File: config.mk
export PLATFORM = sky130hd
export DESIGN_NAME = fifo_buf
export DESIGN_NICKNAME = d
export VERILOG_FILES = /design/src/rtl/fifo_buf.sv
export SDC_FILE = /design/constraint.sdc
export NUM_CORES = 1
export LEC_CHECK = 0
export CAP_MARGIN = 0
export CELL_PAD_IN_SITES_DETAIL_PLACEMENT = 1
export CELL_PAD_IN_SITES_GLOBAL_PLACEMENT = 1
export CORE_AREA = 2 2 114 116
export DETAILED_ROUTE_END_ITERATION = 8
export DIE_AREA = 0 0 116 118
export MAX_ROUTING_LAYER = met4
export PLACE_DENSITY_LB_ADDON = 0.1
export SLEW_MARGIN = 20
export SYNTH_ARGS = -nofsm -noshare
export SYNTH_HDL_FRONTEND = slang
export SYNTH_SLANG_ARGS = --single-unit
File: constraint.sdc
create_clock -name clk -period 2.5 [get_ports clk]
set_clock_uncertainty 0.05 [all_clocks]
set_input_delay 0.75 -clock clk [delete_from_list [all_inputs] [get_ports clk]]
set_output_delay 0.75 -clock clk [all_outputs]
set_load 0.1 [all_outputs]
File: src/rtl/fifo_buf.sv
`default_nettype none
// ============================================================================
//  Module   : fifo_buf
//  Purpose  : Synchronous first-word-fall-through FIFO with valid/ready
//             handshakes on both sides, an occupancy count and a flush.
//             All status outputs derive from registered state only.
//  Revision : 1.0 - initial release
// ----------------------------------------------------------------------------
//  Ports
//    clk      in   1          clock, all state updates on the rising edge
//    rst      in   1          synchronous active-high reset
//    data_i   in   DATA_SIZE  write payload
//    valid_i  in   1          write request
//    ready_o  out  1          FIFO can accept a write (not full)
//    flush    in   1          discard all stored entries
//    data_o   out  DATA_SIZE  head-of-queue payload (valid when valid_o)
//    valid_o  out  1          head entry present (not empty)
//    ready_i  in   1          consumer takes the head entry
//    count_o  out  CNT_W      occupancy, 0..DEPTH
//    full_o   out  1          count_o == DEPTH
//    empty_o  out  1          count_o == 0
// ============================================================================
module fifo_buf #(
  parameter int DATA_SIZE = 32,
  parameter int DEPTH     = 4,
  parameter int CNT_W     = $clog2(DEPTH + 1)
) (
  input  logic                 clk,
  input  logic                 rst,
  input  logic [DATA_SIZE-1:0] data_i,
  input  logic                 valid_i,
  output logic                 ready_o,
  input  logic                 flush,
  output logic [DATA_SIZE-1:0] data_o,
  output logic                 valid_o,
  input  logic                 ready_i,
  output logic [CNT_W-1:0]     count_o,
  output logic                 full_o,
  output logic                 empty_o
);

  // DEPTH is a power of two, so the pointers wrap by natural overflow.
  localparam int               PTR_W      = $clog2(DEPTH);
  localparam logic [CNT_W-1:0] FULL_COUNT = CNT_W'(DEPTH);

  logic [DATA_SIZE-1:0] mem [DEPTH];
  logic [PTR_W-1:0]     wr_ptr;
  logic [PTR_W-1:0]     rd_ptr;
  logic [CNT_W-1:0]     count;
  logic                 push;
  logic                 pop;

  // Status flags come from the count register alone, so there is no
  // combinational path from valid_i/ready_i to ready_o/valid_o. When full,
  // ready_o stays low even if a pop happens in the same cycle.
  assign full_o  = (count == FULL_COUNT);
  assign empty_o = (count == '0);
  assign ready_o = !full_o;
  assign valid_o = !empty_o;
  assign count_o = count;

  // First-word fall-through: the head entry is always on the output.
  // A freshly written entry shows up one cycle after the push (no bypass).
  assign data_o = mem[rd_ptr];

  // Flush takes priority over both handshakes.
  always_comb begin
    push = valid_i && ready_o && !flush;
    pop  = valid_o && ready_i && !flush;
  end

  // Storage is not reset; only the pointers and the count define contents.
  always_ff @(posedge clk) begin
    if (push) begin
      mem[wr_ptr] <= data_i;
    end
  end

  always_ff @(posedge clk) begin
    if (rst || flush) begin
      wr_ptr <= '0;
      rd_ptr <= '0;
      count  <= '0;
    end else begin
      if (push) begin
        wr_ptr <= wr_ptr + PTR_W'(1);
      end
      if (pop) begin
        rd_ptr <= rd_ptr + PTR_W'(1);
      end
      case ({push, pop})
        2'b10:   count <= count + CNT_W'(1);
        2'b01:   count <= count - CNT_W'(1);
        default: count <= count;
      endcase
    end
  end

endmodule
`default_nettype wire

Word level (Yosys, flattened, before mapping) --
Memories as Yosys holds them, arrays and structs flattened. A register that Yosys moved wholly into a read port is not among the register bits. Index checks and enable logic that the tools add are counted.
Cells by class: $add $sub $neg 4, equality and inequality tests 3, mux-type cells 5, reduce and logical (&&, ||, !) cells 10
Operator list (number):
- 3-bit one-hot mux with 2 select lines | 1
- 2-bit by 1-bit adder with 2-bit output, second input constant | 2
- 1-bit logical AND | 4
- 2-bit 2-to-1 mux | 2
- 3-bit by 1-bit adder with 3-bit output, second input constant | 1
- 3-bit equality test, second input constant | 1
- 1-bit logical NOT | 3
- 3-bit logical NOT | 1
- 3-bit by 1-bit subtractor with 3-bit output, second input constant | 1
- 2-bit by 1-bit equality test with 1-bit output, second input constant | 1
- 2-bit equality test, second input constant | 1
- 1-bit 2-to-1 mux | 2
- 2-bit nonzero test | 1
- 1-bit logical OR | 1
Word-level totals: register bits after elaboration 7, RAM bits 128, bits of input ports 37, output and inout port bits 39, logic and storage cells 26, memories 1
Memories:
- mem | depth 4, width 32, read ports 1, clocked after Yosys merged registers in 1, wr ports 1, line 46 | logic [DATA_SIZE-1:0] mem [DEPTH];

Depth between registers and ports, before layout --
Gate-level depths: netlist (run 1).
word-level depth 6, gate-level depth with buffers 10, gate-level depth less buffers 9

Worst setup path before layout (run 1) --
OpenSTA, ideal clock, no wires.
kind reg-to-output, from register count[0], in the netlist count_o[0], to output port valid_o, data arrival time 4.443 ns, data required time 1.700 ns, path slack -2.743 ns, stages on the path, launching flop included 3, buffers on the path 0, cell sequence dfxtp_1 -> nor3_1 -> inv_1
On the way: longest elaborated chain between the ends 2
Ends and longest elaborated chain:
- start: declaration | line 49 | logic [CNT_W-1:0] count;
- start signal: assignment | line 92 | 2'b10: count <= count + CNT_W'(1);
- start signal: assignment | line 93 | 2'b01: count <= count - CNT_W'(1);
- start signal: assignment | line 94 | default: count <= count;
- 3-bit logical NOT | line 57 | assign empty_o = (count == '0);
- via empty_o | line 39 | output logic empty_o
- 1-bit logical NOT | line 59 | assign valid_o = !empty_o;
- end: declaration | line 35 | output logic valid_o,
The timed path passes the listed nets, and every way through them passes these cells.

==> results of run 1 <==
==> final timing paths <==
kind                             end  cells after the start  slack, ns                    start
max                       data_o[31]                      3      -0.08                     flop
min                             flop                      2       0.46   rd_ptr[1]$_SDFFE_PP0P_
max reg2reg  count_o[2]$_SDFFE_PP0P_                      9       0.15  count_o[1]$_SDFFE_PP0P_
min reg2reg                     flop                      2       0.46   rd_ptr[1]$_SDFFE_PP0P_
==> flip-flops by register name (all words and copies together) (netlist names), named ones only <==
signal	flops
count_o	3
rd_ptr	2
mem	128
wr_ptr	2
==> worst max-delay path, stage by stage, from the launching register on <==
cell                      delay [ns]
sky130_fd_sc_hd__dfxtp_4        0.42
sky130_fd_sc_hd__buf_12         0.18
sky130_fd_sc_hd__mux4_2         0.56
sky130_fd_sc_hd__buf_12         0.19
==> per-stage QoR <==
step,TNS (ns),util (%)
final,-1.70,58.5
after global routing,-3.62,58.5
after CTS,-3.09,58.5
after detailed placement,-0.632,53.6
after global placement,-0.508,53.6
after floorplan,-0.820,-
==> Yosys cell counts, drive strengths merged, types with 2 or more instances <==
| master | instances | area share, % |
|---|---|---|
| edfxtp | 128 | 75 |
| mux4 | 32 | 14 |
| dfxtp | 9 | 3.5 |
| buf | 8 | 0.88 |
| inv | 8 | 0.59 |
| a21oi | 6 | 0.59 |
| ha | 5 | 1.2 |
| nor2 | 5 | 0.37 |
| and3 | 4 | 0.59 |
| o21ai | 3 | 0.29 |
| or3 | 3 | 0.39 |
| xor2 | 2 | 0.34 |
==> what timing repair did <==
item	CTS	global route
gates resized for setup	6	2
setup endpoints to repair	33	34
gates cloned	1	0
==> cell families after synthesis <==
logic type / share of synthesized area, %
and+or+nand+nor: 2.52
xor gates and xnor gates: 0.342
DFF: 78.6
muxes: 14.1
AOI/OAI and AO/OA: 1.30
buffers and inverters: 1.54
adders and majority gates: 1.61
==> metal layers <==
metal  part of all wire, %  global-route usage [%]  vias to the layer above  routed length [um]
met5                     0                       -                        -                   0
met4                   1.5                    6.03                        0                 146
met3                   4.5                    5.25                       14                 438
met2                    51                    24.9                       67                4960
met1                    43                    20.5                     1271                4230
li1                      -                       -                     1147                   -
==> power groups by stage <==
stage,Combinational [uW],Clock (uW),Sequential (uW)
floorplan,253,0,2600
global placement,485,0,2590
detailed placement,490,0,2600
CTS,492,2360,2550
global route,506,2450,2550
finish,487,2310,2550
==> layout make-up <==
type,count,area share [%]
clock buffer,19,6.24
clock inverter,13,1.43
inverter,8,0.517
multi-input combinational,72,14.2
sequential,137,55.6
tap,172,2.96
timing repair buffer,94,19.0
==> flow_metrics.py, run 1 <==
metrics = {
    "outcome": {
        "status": "complete, but fails checks",
        "violations": "setup timing",
    },
    "drt": {
        "detailedRoute.firstIterationViolations": 104,
        "drt_wl_total_mm": 9.78,
        "firstDrtPassIters": 4,
        "drt-vias-per-instance": 4.85,
        "drt_drc_violations_left": 0,
        "post_drt_wl_per_cell_um": 19.0,
        "dr_total_vias": 2499,
        "drtAntennaViolNets": 0,
    },
    "layout": {
        "area_of_combinational_cells_with_multiple_inputs_sq_um": 1030,
        "finalInstanceArea_sq_um": 7260,
        "most-common-layout-cells": "sky130_fd_sc_hd__edfxtp_1, sky130_fd_sc_hd__buf_12, sky130_fd_sc_hd__clkdlybuf4s50_1",
        "fillerInstances": 1090,
        "layout.area.seq_sq_um": 4040,
        "leading_cell_type_in_the_layout_fill_and_taps_excluded": "sky130_fd_sc_hd__edfxtp_1",
        "diodes": 0,
        "layout.cells.non_filler": 515,
        "finalNetCount": 373,
        "layout-drive-gt1-share_pct": 41.1,
        "areaGrowthSynthToFinish_pct": 41.9,
    },
    "synthesis": {
        "ys_seq_elements": 137,
        "synth_warnings": 0,
        "synth_cells": 226,
        "post_synth.cell_area_avg_sq_um": 22.6,
        "synth_cell_types": 29,
        "syn-cell-area_sq_um": 5120,
        "synth-async-reset-ratio_pct": 0,
        "synth-seq-area-share_pct": 78.6,
        "synth-edff-count": 128,
        "mapped_nets": 269,
        "ys_dominant_reg_cell": "sky130_fd_sc_hd__edfxtp_1",
    },
    "floorplanning": {
        "boundaryPins": 76,
        "die-height_um": 118,
        "floorplan.die_area_sq_um": 13700,
        "chipWidth_um": 116,
        "initial_core_util_pct": 41.2,
        "rows": 41,
        "coreArea_sq_um": 12400,
    },
    "grt": {
        "grt_pass1_vias": 2746,
        "globalRouteOverflowTotal": 0,
        "globalRouteTotalUtil_pct": 16.3,
        "grt_first_pass_wirelength_mm": 15.4,
        "pin_count_of_the_biggest_net_entering_global_routing": 33,
        "grt_antenna_before_repair": 0,
    },
    "clock_tree": {
        "cts-buffers-inserted": 17,
        "clkLatencyLatePin_ns": 0.41,
        "post_cts.repair.setup_buffers": 0,
        "ctsHtreeMaxLevel": 4,
        "clock_path_buffers": 2,
        "cts_num_sinks": 137,
        "clockRootBuffer": "sky130_fd_sc_hd__clkbuf_16",
        "cts_tree": "yes",
        "cts-hold-fix-buffers": 0,
        "clk_pin_slew_ns": 0.06,
    },
    "power_and_ir_drop": {
        "power.leakage_uw": 0.00242,
        "total_switching_power_uw": 1200,
        "total_power_uw": 5340,
        "p_seq_share_pct": 47.7,
        "internal-power_uw": 4140,
        "vdd.ir_drop.worst_mv": 0.654,
        "power_frac_comb_pct": 9.1,
        "power.switching_fraction_pct": 22.5,
        "power_density_nw_per_um2": 735,
        "p_clk_share_pct": 43.2,
    },
    "placement": {
        "place_area_sq_um": 6660,
        "placedCellCount": 482,
        "routabilityCongestion": 0.714,
        "io_buffers": 75,
        "hpwlAfterDp_mm": 6.02,
        "place_ws_ns": -0.502,
    },
    "hold_path": {
        "worstHoldPathType": "reg -> reg",
    },
    "sta": {
        "finalHoldWorstSlack_ns": 0.456,
        "fin_crit_share_pct": 103,
        "post-route-min-period_ns": 2.58,
        "setup_viol_count_final": 32,
        "slew_headroom_pct": 73.7,
        "final-hold-violation-count": 0,
        "rsz_0062_raised_after_global_routing": "yes",
        "setup_ws_ns": -0.0827,
        "final_max_slew_violation_count": 0,
        "timing.fmax_mhz": 387,
        "timing_worst_slew_pin_value_ns": 0.394,
    },
    "critical_path": {
        "worst_setup_path_start_kind": "flop",
        "endpoint_kind_of_the_worst_setup_timing_path": "output pin",
        "critical_path_required_ns": 1.70,
        "cp.arrival_ns": 1.78,
        "path_max_fanout": 12,
        "critical_path_class": "reg -> out",
    },
    "flow_run": {
        "maxCapViolations": 0,
    },
}
(Power assumes the default switching activity.)
==> run 2: changes to the inputs <==
- CTS_CLUSTER_SIZE: not set -> 20
- MAX_ROUTING_LAYER: met4 -> not set
- SLEW_MARGIN: 20 -> not set
==> flow_metrics.py, run 2 (same netlist as run 1, synthesis figures left out) <==
metrics = {
    "grt": {
        "globalRouteOverflowTotal": 0,
        "grt_use_met2_pct": 24.8,
        "globalRouteTotalUtil_pct": 15.8,
        "grt-busiest-layer": "met2",
        "pin_count_of_the_biggest_net_entering_global_routing": 33,
        "grt.met3_usage_pct": 5.36,
        "grt_antenna_before_repair": 0,
        "grt_pass1_vias": 2754,
        "grtUsageMet1_pct": 20.5,
        "grt_first_pass_wirelength_mm": 15.4,
    },
    "outcome": {
        "violations": "setup timing",
        "status": "complete, but fails checks",
    },
    "drt": {
        "drt-vias-per-instance": 4.86,
        "drt_drc_violations_left": 0,
        "detailedRoute.firstIterationViolations": 104,
        "post_drt_wl_per_cell_um": 18.9,
        "dr_total_vias": 2503,
        "firstDrtPassIters": 4,
        "drtAntennaViolNets": 0,
        "drt_wl_total_mm": 9.75,
    },
    "floorplanning": {
        "boundaryPins": 76,
        "coreArea_sq_um": 12400,
        "die-height_um": 118,
        "floorplan.die_area_sq_um": 13700,
        "chipWidth_um": 116,
        "rows": 41,
        "initial_core_util_pct": 41.2,
    },
    "clock_tree": {
        "clkLatencyLatePin_ns": 0.41,
        "clock_path_buffers": 2,
        "clk_pin_slew_ns": 0.06,
        "clockRootBuffer": "sky130_fd_sc_hd__clkbuf_16",
        "cts-buffers-inserted": 17,
        "post_cts.repair.setup_buffers": 0,
        "ctsHtreeMaxLevel": 4,
        "cts_tree": "yes",
        "cts_num_sinks": 137,
    },
    "critical_path": {
        "worst_setup_path_start_kind": "flop",
        "critical-path-max-stage-delay_ns": 0.56,
        "critPathMostFrequentCell": "sky130_fd_sc_hd__buf_12",
        "cpLargestDelayFamily": "multiplexers",
        "reg2reg_from": "count_o[1]$_SDFFE_PP0P_",
        "endpoint_kind_of_the_worst_setup_timing_path": "output pin",
        "critical_path_cell_count": 3,
        "crit_path_top_delay_cell": "sky130_fd_sc_hd__mux4_2",
        "worstRegToRegCells": 9,
        "critical_path_required_ns": 1.70,
        "timing.critical_path.to": "data_o[31]",
        "worst_r2r_endpoint": "count_o[2]$_SDFFE_PP0P_",
        "worst-path-buf-inv": 2,
        "cp.arrival_ns": 1.79,
        "critical_path_class": "reg -> out",
        "path_max_fanout": 12,
        "reg2reg_setup_slack_ns": 0.15,
        "chain_of_cells_forming_the_critical_path": "buf_12, mux4_2, buf_12",
    },
    "sta": {
        "final_max_slew_violation_count": 0,
        "setup_total_negative_slack_ns": -1.80,
        "rsz_0062_raised_after_global_routing": "yes",
        "timing.fmax_mhz": 387,
        "setup_viol_count_final": 32,
        "final-hold-violation-count": 0,
        "timing_worst_slew_pin_value_ns": 0.394,
        "slew_headroom_pct": 73.7,
        "post-route-min-period_ns": 2.59,
        "setup_ws_ns": -0.0859,
        "fin_crit_share_pct": 103,
    },
    "layout": {
        "finalNetCount": 373,
        "leading_cell_type_in_the_layout_fill_and_taps_excluded": "sky130_fd_sc_hd__edfxtp_1",
        "layout-drive-gt1-share_pct": 41.1,
        "areaGrowthSynthToFinish_pct": 41.9,
        "largest_reg_flops": 128,
        "diodes": 0,
        "most-common-layout-cells": "sky130_fd_sc_hd__edfxtp_1, sky130_fd_sc_hd__buf_12, sky130_fd_sc_hd__clkdlybuf4s50_1",
        "final_core_utilization_pct": 58.5,
        "finalInstanceArea_sq_um": 7260,
        "largest-register": "mem",
    },
    "placement": {
        "hpwlAfterDp_mm": 6.02,
        "io_buffers": 75,
        "routabilityCongestion": 0.706,
        "place_area_sq_um": 6660,
    },
    "flow_run": {
        "maxCapViolations": 0,
    },
    "power_and_ir_drop": {
        "power.leakage_uw": 0.00242,
        "power_density_nw_per_um2": 735,
        "vdd.ir_drop.worst_mv": 0.654,
        "total_power_uw": 5340,
    },
    "hold_path": {
        "worstHoldPathType": "reg -> reg",
    },
}
-- run 2: per-stage QoR --
stage	hold slack [ns]	std cells	worst slack [ns]
final	0.456	515	-0.0859
after detailed placement	0.443	482	-0.502
after CTS	0.453	515	-0.122
after global routing	0.517	515	-0.141
after global placement	0.421	482	-0.426
after floorplan	0.409	226	-0.555
-- run 2: layer usage --
| layer | wire length [um] | vias to the layer above |
|---|---|---|
| li1 | - | 1146 |
| met2 | 4950 | 64 |
| met4 | 163 | 0 |
| met1 | 4170 | 1275 |
| met5 | 0 | - |
| met3 | 459 | 18 |
-- run 2: final cells by class --
type | instances | area, sq um
fillers | 1090 | 5150
flip-flops and latches | 137 | 4040
repair buffers | 94 | 1380
multi-input cells | 72 | 1030
clock buffers | 19 | 453
well taps | 172 | 215
clock inverters | 13 | 104
inverters | 8 | 37.5
-- run 2: what timing repair did --
item	in CTS	in global routing
endpoints found under the setup margin	33	34
hold buffers	0	0
resized for setup	6	2
gates cloned	1	0
-- run 2: how the worst min path moves through the flow --
stage	cells past startpoint	end	from	slack, ns
floorplan	2	flop	rd_ptr[1]$_SDFFE_PP0P_	0.41
global placement	2	flop	rd_ptr[1]$_SDFFE_PP0P_	0.42
detailed placement	2	flop	rd_ptr[1]$_SDFFE_PP0P_	0.44
CTS	2	flop	rd_ptr[1]$_SDFFE_PP0P_	0.45
global route	2	count_o[2]$_SDFFE_PP0P_	count_o[2]$_SDFFE_PP0P_	0.52
finish	2	flop	rd_ptr[1]$_SDFFE_PP0P_	0.46
-- run 2: power breakdown --
group | leakage, uW | switching, uW | internal (uW)
logic | 0.000908 | 292 | 194
clock network | 0.000270 | 905 | 1400
registers | 0.00124 | 9.06 | 2540
-- run 2: worst min-delay path, stage by stage, from the launching register on --
cell	delay (ns)
sky130_fd_sc_hd__dfxtp_1	0.30
sky130_fd_sc_hd__o21ai_0	0.07
sky130_fd_sc_hd__a21oi_1	0.08
==> run 3: changes to the inputs <==
- CORE_AREA: 2 2 114 116 -> 2 2 94 141
- DIE_AREA: 0 0 116 118 -> 0 0 96 143
- GPL_ROUTABILITY_DRIVEN: not set -> 0
==> flow_metrics.py, run 3 (same netlist as run 1, synthesis figures left out) <==
metrics = {
    "clock_tree": {
        "clock_path_buffers": 2,
        "clk_pin_slew_ns": 0.06,
        "cts-hold-fix-buffers": 0,
        "cts_num_sinks": 137,
        "ctsHtreeMaxLevel": 4,
        "clkLatencyLatePin_ns": 0.40,
        "cts-buffers-inserted": 17,
        "clockRootBuffer": "sky130_fd_sc_hd__clkbuf_16",
        "cts_tree": "yes",
    },
    "floorplanning": {
        "initial_core_util_pct": 41.1,
        "chipWidth_um": 96,
        "coreArea_sq_um": 12400,
        "boundaryPins": 76,
        "rows": 50,
        "floorplan.die_area_sq_um": 13700,
        "die-height_um": 143,
    },
    "power_and_ir_drop": {
        "p_clk_share_pct": 45.7,
        "p_seq_share_pct": 45.6,
        "vdd.ir_drop.worst_mv": 0.588,
        "power.switching_fraction_pct": 21.5,
        "power_frac_comb_pct": 8.7,
        "total_power_uw": 5590,
        "power_density_nw_per_um2": 770,
        "internal-power_uw": 4390,
        "power.leakage_uw": 0.00243,
        "total_switching_power_uw": 1200,
    },
    "drt": {
        "firstDrtPassIters": 4,
        "drtAntennaViolNets": 0,
        "drt_drc_violations_left": 0,
        "drt_wl_total_mm": 9.81,
        "post_drt_wl_per_cell_um": 19.7,
        "drt-vias-per-instance": 5.03,
        "dr_total_vias": 2508,
        "detailedRoute.firstIterationViolations": 90,
    },
    "layout": {
        "fillerInstances": 1031,
        "layout.cells.non_filler": 499,
        "most-common-layout-cells": "sky130_fd_sc_hd__edfxtp_1, sky130_fd_sc_hd__buf_12, sky130_fd_sc_hd__clkdlybuf4s50_1",
        "layout-drive-gt1-share_pct": 40.8,
        "diodes": 0,
        "layout.area.seq_sq_um": 4040,
        "largest-register": "mem",
        "final_core_utilization_pct": 58.3,
        "largest_reg_flops": 128,
        "area_of_combinational_cells_with_multiple_inputs_sq_um": 1040,
        "areaGrowthSynthToFinish_pct": 41.8,
        "finalNetCount": 374,
        "leading_cell_type_in_the_layout_fill_and_taps_excluded": "sky130_fd_sc_hd__edfxtp_1",
    },
    "critical_path": {
        "reg2reg_setup_slack_ns": 0.25,
        "path_max_fanout": 18,
        "endpoint_kind_of_the_worst_setup_timing_path": "output pin",
        "critical_path_class": "reg -> out",
        "critical_path_required_ns": 1.70,
        "worst_setup_path_start_kind": "flop",
        "cp.arrival_ns": 1.74,
    },
    "sta": {
        "rsz_0062_raised_after_global_routing": "yes",
        "final-hold-violation-count": 0,
        "final_max_slew_violation_count": 0,
        "post-route-min-period_ns": 2.54,
        "setup_viol_count_final": 27,
        "timing.fmax_mhz": 394,
        "slew_headroom_pct": 69.6,
        "timing_worst_slew_pin_value_ns": 0.454,
        "fin_crit_share_pct": 102,
        "setup_ws_ns": -0.0396,
    },
    "grt": {
        "globalRouteTotalUtil_pct": 16.1,
        "grt_first_pass_wirelength_mm": 15.4,
        "grt_pass1_vias": 2767,
        "pin_count_of_the_biggest_net_entering_global_routing": 25,
        "globalRouteOverflowTotal": 0,
        "grt_antenna_before_repair": 0,
    },
    "placement": {
        "placedCellCount": 467,
        "io_buffers": 75,
        "hpwlAfterDp_mm": 6.23,
        "place_ws_ns": -0.466,
    },
    "outcome": {
        "violations": "setup timing",
        "status": "complete, but fails checks",
    },
    "hold_path": {
        "worstHoldPathType": "reg -> reg",
    },
    "flow_run": {
        "maxCapViolations": 0,
    },
}
## run 3: cell count changes in the layout (fill, tap and decap cells not counted), sizes merged
| cell | change |
|---|---|
| bufinv | +3 |
| clkinv | -2 |
| buf | +1 |
| clkbuf | -1 |
| clkinvlp | -1 |
## run 3: repair_timing
item,4_1_cts,5_1_grt
gates resized for setup,2,3
buffers inserted,0,1
setup endpoints to repair,33,33
endpoints found under the hold margin,0,0
pin swaps,0,1
## run 3: area by class of cell
class                           count  area share [%]
Inverter                            8           0.517
Sequential cell                   137            55.6
Clock buffer                       18            5.91
Timing Repair Buffer               95            18.5
Tap cell                          156            2.69
Clock inverter                     13            2.46
Multi-Input combinational cell     72            14.3
## run 3: power groups by stage
stage	Clock (uW)	Sequential, uW	Combinational (uW)
6_report	2550	2550	487
5_1_grt	2700	2550	507
4_1_cts	2610	2550	492
3_5_place_dp	0	2600	491
3_3_place_gp	0	2590	486
2_1_floorplan	0	2600	253
## run 3: path summary, 6_finish.rpt
kind | start | to | cells after the start
worst max-delay path | flop | data_o[17] | 3
worst min-delay path | rd_ptr[1]$_SDFFE_PP0P_ | flop | 2
worst max register to register | count_o[1]$_SDFFE_PP0P_ | count_o[2]$_SDFFE_PP0P_ | 9
worst min register to register | rd_ptr[1]$_SDFFE_PP0P_ | flop | 2
## run 3: metal layers
layer	up-vias	wire [um]	global-route usage, %
met3	8	446	5.65
met1	1302	3930	19.8
li1	1139	-	-
met4	0	129	5.86
met5	-	0	0
met2	59	5300	26.1
## run 3: per-stage QoR
step	hold slack, ns	cell area, sq um	TNS, ns
global route	0.468	7260	-2.67
finish	0.450	7260	-0.456
CTS	0.457	7240	-1.76
detailed placement	0.446	6630	-0.573
global placement	0.426	6630	-0.494
floorplan	0.409	5150	-0.820
## run 3: worst max-delay path, stage by stage, from the launching register on
cell	delay, ns
sky130_fd_sc_hd__dfxtp_4	0.37
sky130_fd_sc_hd__buf_12	0.20
sky130_fd_sc_hd__mux4_2	0.57
sky130_fd_sc_hd__buf_12	0.19
